File: src/rtl/pe_pkg.sv
// pe_pkg: shared types and constants for the dual-dataflow processing element.
package pe_pkg;

  typedef enum logic [1:0] {
    IDLE   = 2'd0,
    OS_ACC = 2'd1,
    WS_RUN = 2'd2,
    DRAIN  = 2'd3
  } pe_state_e;

  typedef enum logic {
    MODE_OS = 1'b0,
    MODE_WS = 1'b1
  } pe_mode_e;

  // Clamp bounds for the default 32-bit accumulator; pe_mac_sat derives
  // its own bounds from its ACC parameter.
  localparam int unsigned PE_ACC_DEF = 32;
  localparam logic signed [PE_ACC_DEF-1:0] PE_ACC_MAX = {1'b0, {(PE_ACC_DEF-1){1'b1}}};
  localparam logic signed [PE_ACC_DEF-1:0] PE_ACC_MIN = {1'b1, {(PE_ACC_DEF-1){1'b0}}};

endpackage

File: src/rtl/pe_mac_sat.sv
// pe_mac_sat: combinational signed a*b + addend at ACC width.
// PE_SAT_EN defined  -> result clamps to the ACC range, o_ovf flags a clamp.
// PE_SAT_EN undefined -> two's-complement wrap, o_ovf is constant 0.
module pe_mac_sat #(
  parameter int unsigned WIDTH = 8,
  parameter int unsigned ACC   = 32
) (
  input  logic signed [WIDTH-1:0] i_a,
  input  logic signed [WIDTH-1:0] i_b,
  input  logic signed [ACC-1:0]   i_addend,
  output logic signed [ACC-1:0]   o_sum,
  output logic                    o_ovf
);

  logic signed [2*WIDTH-1:0] w_prod;

`ifdef PE_SAT_EN
  localparam logic signed [ACC-1:0] L_MAX = {1'b0, {(ACC-1){1'b1}}};
  localparam logic signed [ACC-1:0] L_MIN = {1'b1, {(ACC-1){1'b0}}};

  logic signed [ACC:0] w_wide;

  // One extra bit of headroom; top two bits disagreeing means overflow.
  always_comb begin
    w_prod = (2*WIDTH)'(i_a) * (2*WIDTH)'(i_b);
    w_wide = (ACC+1)'(w_prod) + (ACC+1)'(i_addend);
    o_ovf  = w_wide[ACC] ^ w_wide[ACC-1];
    if (o_ovf) o_sum = w_wide[ACC] ? L_MIN : L_MAX;
    else       o_sum = w_wide[ACC-1:0];
  end
`else
  // Plain wrap-around sum.
  always_comb begin
    w_prod = (2*WIDTH)'(i_a) * (2*WIDTH)'(i_b);
    o_sum  = ACC'(w_prod) + i_addend;
    o_ovf  = 1'b0;
  end
`endif

endmodule

File: src/rtl/pe_dual.sv
// pe_dual: systolic-array PE supporting output-stationary (OS) and
// weight-stationary (WS) dataflows with a registered partial-sum chain.
// Optional clamping arithmetic: define PE_SAT_EN.
module pe_dual
  import pe_pkg::*;
#(
  parameter int unsigned WIDTH = 8,
  parameter int unsigned ACC   = 32
) (
  input  logic                    clk,
  input  logic                    rst,
  input  logic                    en,
  input  logic                    cmd_start,
  input  logic                    mode_in,
  input  logic                    cmd_drain,
  input  logic                    cmd_stop,
  input  logic                    w_load,
  input  logic signed [WIDTH-1:0] a_in,
  input  logic                    a_vld_in,
  input  logic signed [WIDTH-1:0] b_in,
  input  logic                    b_vld_in,
  input  logic signed [ACC-1:0]   psum_in,
  input  logic                    psum_vld_in,
  output logic signed [WIDTH-1:0] a_out,
  output logic                    a_vld_out,
  output logic signed [WIDTH-1:0] b_out,
  output logic                    b_vld_out,
  output logic signed [ACC-1:0]   psum_out,
  output logic                    psum_vld_out,
  output logic signed [ACC-1:0]   acc_out,
  output logic                    busy,
  output logic                    sat_flag
);

  pe_state_e               r_state, w_next;
  pe_mode_e                r_mode;
  logic                    r_drn_first;
  logic signed [ACC-1:0]   r_acc, r_psum;
  logic signed [WIDTH-1:0] r_w, r_a, r_b;
  logic                    r_a_vld, r_b_vld, r_psum_vld, r_sat;

  logic signed [WIDTH-1:0] w_mac_b;
  logic signed [ACC-1:0]   w_mac_add, w_sum;
  logic                    w_ovf, w_acc_en, w_start;

  // Next-state decode; stop beats start beats drain.
  always_comb begin
    w_next = r_state;
    if (cmd_stop)
      w_next = IDLE;
    else if (cmd_start)
      w_next = mode_in ? WS_RUN : OS_ACC;
    else if (cmd_drain && r_state == OS_ACC && r_mode == MODE_OS)
      w_next = DRAIN;
  end

  // State register.
  always_ff @(posedge clk or posedge rst) begin
    if (rst)     r_state <= IDLE;
    else if (en) r_state <= w_next;
  end

  // Single MAC shared by both dataflows: OS adds to the accumulator with
  // b_in, every other state uses the stationary weight and the chain input.
  always_comb begin
    w_mac_b   = (r_state == OS_ACC) ? b_in  : r_w;
    w_mac_add = (r_state == OS_ACC) ? r_acc : psum_in;
    w_start   = cmd_start & ~cmd_stop;
    w_acc_en  = (r_state == OS_ACC) & ~cmd_stop & ~cmd_start & a_vld_in & b_vld_in;
  end

  pe_mac_sat #(.WIDTH(WIDTH), .ACC(ACC)) u_mac (
    .i_a      (a_in),
    .i_b      (w_mac_b),
    .i_addend (w_mac_add),
    .o_sum    (w_sum),
    .o_ovf    (w_ovf)
  );

  // Datapath: pass-through, weight, accumulator, chain output, flags.
  always_ff @(posedge clk or posedge rst) begin
    if (rst) begin
      r_mode      <= MODE_OS;
      r_drn_first <= 1'b0;
      r_acc       <= '0;
      r_psum      <= '0;
      r_psum_vld  <= 1'b0;
      r_w         <= '0;
      r_a         <= '0;
      r_a_vld     <= 1'b0;
      r_b         <= '0;
      r_b_vld     <= 1'b0;
      r_sat       <= 1'b0;
    end else if (en) begin
      r_a     <= a_in;
      r_a_vld <= a_vld_in;
      r_b     <= b_in;
      r_b_vld <= b_vld_in;
      if (w_load) r_w <= b_in;

      unique case (r_state)
        DRAIN: begin
          if (r_drn_first) begin
            r_psum     <= r_acc;
            r_psum_vld <= 1'b1;
          end else begin
            r_psum     <= psum_in;
            r_psum_vld <= psum_vld_in;
          end
        end
        WS_RUN: begin
          r_psum     <= w_sum;
          r_psum_vld <= a_vld_in & psum_vld_in;
        end
        default: begin
          r_psum     <= '0;
          r_psum_vld <= 1'b0;
        end
      endcase

      r_drn_first <= (w_next == DRAIN) && (r_state != DRAIN);

      if (w_start) begin
        r_mode <= pe_mode_e'(mode_in);
        if (!mode_in) r_acc <= '0;
      end else if (w_acc_en) begin
        r_acc <= w_sum;
      end

      if (w_start)
        r_sat <= 1'b0;
      else if ((w_acc_en || r_state == WS_RUN) && w_ovf)
        r_sat <= 1'b1;
    end
  end

  assign a_out        = r_a;
  assign a_vld_out    = r_a_vld;
  assign b_out        = r_b;
  assign b_vld_out    = r_b_vld;
  assign psum_out     = r_psum;
  assign psum_vld_out = r_psum_vld;
  assign acc_out      = r_acc;
  assign busy         = (r_state != IDLE);
  assign sat_flag     = r_sat;

endmodule

File: config.mk
export PLATFORM = sky130hd
export DESIGN_NAME = pe_dual
export DESIGN_NICKNAME = d
export VERILOG_FILES = /design/src/rtl/pe_pkg.sv /design/src/rtl/pe_mac_sat.sv /design/src/rtl/pe_dual.sv
export SDC_FILE = /design/constraint.sdc
export NUM_CORES = 1
export LEC_CHECK = 0
export BUFFER_PORTS_ARGS = -buffer_cell sky130_fd_sc_hd__buf_4
export CORE_ASPECT_RATIO = 0.7
export CORE_MARGIN = 3
export CORE_UTILIZATION = 54
export DETAILED_ROUTE_END_ITERATION = 6
export GPL_ROUTABILITY_DRIVEN = 0
export PLACE_DENSITY = 0.77
export SYNTH_ARGS = -nofsm -noshare
export SYNTH_HDL_FRONTEND = slang
export SYNTH_HIERARCHICAL = 1
export SYNTH_SLANG_ARGS = --single-unit
File: constraint.sdc
create_clock -name clk -period 6.4 [get_ports clk]
set_input_delay 0.64 -clock clk [delete_from_list [all_inputs] [get_ports clk]]
set_output_delay 0.64 -clock clk [all_outputs]
set_load 0.005 [all_outputs]
### Word level (Yosys, flattened, before mapping)

Index checks and enable logic that the tools add are counted.

| word-level totals | value |
|---|---|
| memories kept | 0 |
| logic and storage cells | 49 |
| bits in read-only memories | 0 |
| input port bits | 59 |
| output and inout port bits | 85 |
| register bits after elaboration | 95 |
| RAM bits | 0 |
| latch bits | 0 |

| operators by class | value |
|---|---|
| order comparisons | 0 |
| $add $sub $neg | 1 |
| equality and inequality tests | 6 |
| div/mod/pow operators | 0 |
| multiply operators | 1 |
| reduce and logical (&&, ||, !) cells | 8 |
| bitwise operators | 9 |
| mux-type cells | 13 |
| shifts and indexed selects | 0 |

Operator list:

| kind | number |
|---|---|
| $mux W32 | 5 |
| $pmux W32 S2 | 1 |
| $add A16 B32 Y32 | 1 |
| $mul A8 B8 Y16 | 1 |
| $mux W2 | 4 |
| $mux W8 | 1 |
| $and A1 B1 Y1 | 6 |
| $eq A2 B2 Y1 const B | 3 |
| $ne A2 B2 Y1 const B | 2 |
| $reduce_and A2 Y1 | 2 |
| $reduce_bool A2 Y1 | 2 |
| $logic_and A1 B1 Y1 | 3 |
| $not A1 Y1 | 3 |
| $reduce_and A3 Y1 | 1 |
| $eq A2 B1 Y1 const B | 1 |
| $pmux W1 S2 | 1 |
| $mux W1 | 1 |

### Depth between registers and ports, before layout

| depth | value |
|---|---|
| depth in word-level cells | 8 |
| depth in mapped cells | 27 |
| depth with buffers taken out | 23 |

### Modules after synthesis

The synthesis kept the hierarchy.

By module, submodules not included:

| module | instances | cells each | area each (um2) | seq. area each (um2) |
|---|---|---|---|---|
| pe_mac_sat | 1 | 573 | 5606.6 | 0.0 |
| pe_dual | 1 | 416 | 5206.2 | 2402.3 |

### Least setup slack after synthesis

Ideal clock, no wire load.

| timing path | value |
|---|---|
| kind | reg2reg |
| start | register r_state[0] |
| end | register r_psum[30] (netlist: psum_out[30]) |
| period minus slack after synthesis | 6.875 ns |
| required time | 6.275 ns |
| slack | -0.475 ns |
| data arrival time | 6.751 ns |
| path buffers | 3 |
| library setup time | 0.125 ns |
| stages on the path, launching flop included | 24 |
| cell sequence | dfrtp_1 -> buf_2 -> nor2b_1 -> buf_4 -> buf_2 -> mux2_2 -> and2_1 -> inv_1 -> fa_1 -> inv_1 -> fa_1 -> fa_1 -> fa_1 -> fa_1 -> ha_1 -> a21o_1 -> a21oi_1 -> a211o_2 -> a211oi_1 -> or3_1 -> xor2_1 -> o21ai_0 -> a21oi_1 -> mux2_2 |

| on the way | value |
|---|---|
| cells in the longest elaborated chain, start to end | 5 |
| elaborated cells between the ends (all ways) | 8 |
| those cells by class | add/sub (1); mul (1); eq/ne (3); mux (3) |

RTL lines:

| what | RTL line | text |
|---|---|---|
| start, declared | pe_dual.sv:35 | `pe_state_e r_state, w_next;` |
| start signal, assigned | pe_dual.sv:60 | `else if (en) r_state <= w_next;` |
| $eq A2 B1 Y1 | pe_dual.sv:66 | `w_mac_b = (r_state == OS_ACC) ? b_in : r_w;` |
| $mux W8 | pe_dual.sv:66 |  |
| via w_mac_b[0] | pe_dual.sv:42 | `logic signed [WIDTH-1:0] w_mac_b;` |
| $mul A8 B8 Y16 | pe_mac_sat.sv:34 | `w_prod = (2*WIDTH)'(i_a) * (2*WIDTH)'(i_b);` |
| $add A16 B32 Y32 | pe_mac_sat.sv:35 | `o_sum = ACC'(w_prod) + i_addend;` |
| via w_sum[30] | pe_dual.sv:43 | `logic signed [ACC-1:0] w_mac_add, w_sum;` |
| $pmux W32 S2 | pe_dual.sv:101 | `unique case (r_state)` |
| end signal, assigned | pe_dual.sv:104 | `r_psum <= r_acc;` |
| end signal, assigned | pe_dual.sv:107 | `r_psum <= psum_in;` |
| end signal, assigned | pe_dual.sv:112 | `r_psum <= w_sum;` |
| end, declared | pe_dual.sv:38 | `logic signed [ACC-1:0] r_acc, r_psum;` |

The timed path passes the listed nets, and every way through them passes these cells.
A chain may end at the register's enable or synchronous reset.

### Worst setup path in the final report

| timing path | value |
|---|---|
| start | register r_state[1] |
| end | register r_psum[23] (netlist: psum_out[23]) |

The elaborated chain is that of the path after synthesis.

==> summary.txt <==
STA
  – Final Critical Period: 6170 ps
  – Clk_skew: around 14 ps
  – Final Max Slew Viols: 0
  – Setup_tns: 0 ps
  – Final setup violation count: 0
  – Final cycle utilization of the critical path: 0.965
  – Slew HR: 0.443
  – Least-Margin Pin Slew: approximately 840 ps
  – Peak Freq: 0.162 GHz
  – Final Hold Violating Endpoints: 0
  – RSZ-0062 raised after global routing: yes

Worst setup path
  – Crit-path cells: nor2b_4 > buf_12 > mux2_2 > buf_4 > nand2_1 > fa_1 > fa_1 > inv_1 > fa_1 > fa_1 > fa_1 > ha_1 > a21o_1 > a31o_2 > o211a_1 > o21ai_1 > a21oi_1 > xor2_1 > o21ai_0 > a21oi_1 > mux2_2
  – Crit Path Class: register to register
  – Reg-to-reg endpoint: psum_out[23]$_DFFE_PP0P_
  – Largest stage delay, worst path: roughly 570 ps
  – Worst path slowest cell: fa_1
  – CP most frequent cell: fa_1
  – R2r startpoint: r_state[1]$_DFFE_PP0P_
  – FF-to-FF setup slack: ~230 ps
  – CP endpoint kind: register
  – CP required: 6650 ps
  – Setup crit start kind: register
  – Critical-path maximum fanout: 9
  – Cells on worst reg2reg path: 21
  – Critical Path AT: between 6000 and 7000 ps

Finish
  – Share of cells above drive strength 1: 0.320
  – Multi-input gate area: 7900 sq um
  – Register area: between 2000 and 2500 sq um
  – Fillers: ~1500
  – Area grow syn2layout: 17.7%
  – Nets: 1398
  – Ant. Diodes: 0

Drt
  – Drt drc: 0
  – Aggregate routed wire length: between 20000 and 30000 microns
  – Vias: around 8000
  – DR pass1 iterations: 5
  – DR iter-0 viols: between 500 and 600
  – WL/cell: approximately 20 microns
  – Vias per cell: 5.70
  – DRT antenna net count: 0

Floorplan
  – # IOs: between 100 and 150
  – Row count: 42
  – Die X: between 150 and 200 microns
  – Core footprint: 19300 sq um
  – DIE AREA: 21800 sq um
  – Die height: approximately 120 microns
  – Initial cell density of the core: 0.561

Logic synthesis
  – Post-synth EDFFs: 0
  – Ys Warns: 6
  – Share of the synthesized area in the top cell type: 0.252
  – Yosys reg bits: 96
  – Post-Synthesis Cells: slightly below 1000
  – Cell variety after synth: 65
  – Synthesized area per cell: between 10 and 15 sq um
  – Top post-synthesis cells by area: fa_1 (25%), dfrtp_1 (22%), mux2_2 (11%)
  – Post-synthesis cell area: around 11000 sq um
  – Register area share after synthesis: 0.222
  – Synth async-reset ratio: 1.00
  – Post-synthesis net count: approximately 1300
  – Dominant synthesized flop cell: dfrtp_1
  – Area leader, netlist: fa_1

CTS
  – CTS tree: done
  – Sink Count: 96
  – Cts hold-fix bufs: 0
  – Worst-path clk slew: 80 ps
  – Skew-Pair Late Insertion Delay: approximately 360 ps
  – H-tree levels: 3
  – Max clock buf depth: 2
  – CTS Buf Count: 9
  – CTS root buf: clkbuf_16

Global routing
  – Largest net degree at the start of global routing: 70
  – Global-route wire length before repair: about 44000 microns
  – Initial antenna violation count: 0
  – Total congestion overflow: 0
  – Total Routing Usage GR: 0.257
  – Vias in the first global route: slightly above 8000

Placed design
  – Final HPWL DP: ~21000 microns
  – Port Buffers: between 100 and 150

Job
  – Max-Cap Viols: 0

Min path
  – Worst min-delay path class: primary input to async pin

Outcome
  – Outcome: completed
[final cells by class]
cell class              instances  area share
inverters                     108      0.0329
flip-flops and latches         96       0.189
well taps                     264      0.0260
repair buffers                175       0.106
clock buffers                   9      0.0177
clock inverters                 6     0.00708
multi-input cells             743       0.621
[repair_timing]
action,4_1_cts,5_1_grt
gates resized for setup,2,33
setup buffers,1,2
pin swaps,0,4
setup endpoints to repair,5,20
endpoints found under the hold margin,0,0
[metal layers]
| metal | vias up | part of all wire | GRT usage |
|---|---|---|---|
| met5 | - | 0 | 0 |
| met4 | 0 | 0.011 | 0.0567 |
| met3 | 24 | 0.082 | 0.0631 |
| met2 | 307 | 0.43 | 0.360 |
| met1 | 4040 | 0.48 | 0.400 |
| li1 | 3618 | - | - |
[registers in the layout, summed over array words and instances (netlist names)]
| register | cells |
|---|---|
| a_out | 8 |
| a_vld_out | 1 |
| acc_out | 32 |
| b_out | 8 |
| b_vld_out | 1 |
| psum_out | 32 |
| psum_vld_out | 1 |
| r_drn_first | 1 |
| r_mode | 1 |
| r_state | 2 |
| r_w | 8 |
| sat_flag | 1 |
[how the worst max path moves through the flow]
stage | from | slack [ps] | depth (start not counted) | end
final | r_state[1]$_DFFE_PP0P_ | 230 | 21 | psum_out[23]$_DFFE_PP0P_
after global routing | r_state[1]$_DFFE_PP0P_ | -30 | 21 | psum_out[24]$_DFFE_PP0P_
after CTS | r_state[1]$_DFFE_PP0P_ | 30 | 22 | psum_out[29]$_DFFE_PP0P_
after detailed placement | r_state[1]$_DFFE_PP0P_ | -20 | 20 | psum_out[24]$_DFFE_PP0P_
after global placement | r_state[1]$_DFFE_PP0P_ | 20 | 20 | psum_out[24]$_DFFE_PP0P_
after floorplan | r_state[0]$_DFFE_PP0P_ | 3 | 23 | psum_out[30]$_DFFE_PP0P_
[synthesized netlist by cell type, drive strengths merged (14+ instances only)]
master  instances
o21ai          49
xnor2          22
buf            25
nor2b          23
a21oi          55
and2           33
dfrtp          96
mux2          132
ha             70
nand2          41
inv           107
and2b          14
clkbuf         17
nor2           31
fa            136
mux2i          33
[worst max-delay path, delay by kind of cell, from the launching register on]
family	cells	cell delay, ps
AO/OA/AOI/OAI	7	1380
XOR/XNOR	1	190
adder cells (fa/ha/maj)	6	2750
buffers and inverters	3	390
flip-flops	1	410
multiplexers	2	670
AND/OR/NAND/NOR	2	280
[logic make-up after synthesis]
logic type	synth area share
AO/OA/AOI/OAI	0.0926
XOR/XNOR	0.0235
adder cells (fa/ha/maj)	0.333
buffers and inverters	0.0575
flip-flops	0.222
multiplexers	0.178
other	0.000347
AND/OR/NAND/NOR	0.0930
[layout by cell type (no fill, tap or decap), types with 29 or more instances in the layout]
cell	instances
ha_1	68
mux2_2	102
and2_1	31
buf_4	170
dfrtp_1	94
mux2_4	30
nor2_1	29
inv_1	104
o21ai_0	41
mux2i_1	32
a21oi_1	50
nand2_1	41
fa_1	135
[metrics by stage]
step / setup slack (ps) / area, sq um / util / hold slack, ps / instances
6_report: 226 / 12700 / 0.660 / 319 / 1401
5_1_grt: -31.6 / 12700 / 0.660 / 347 / 1401
4_1_cts: 32.1 / 12600 / 0.652 / 341 / 1399
3_5_place_dp: -21.6 / 12200 / 0.634 / 494 / 1383
3_3_place_gp: 23.6 / 12200 / 0.634 / 485 / 1383
2_1_floorplan: 2.97 / 10800 / - / 475 / 989
Power is left out: the tool's default activity adds up to more than one toggle a clock period on the data nets, which glitch-free logic cannot reach.
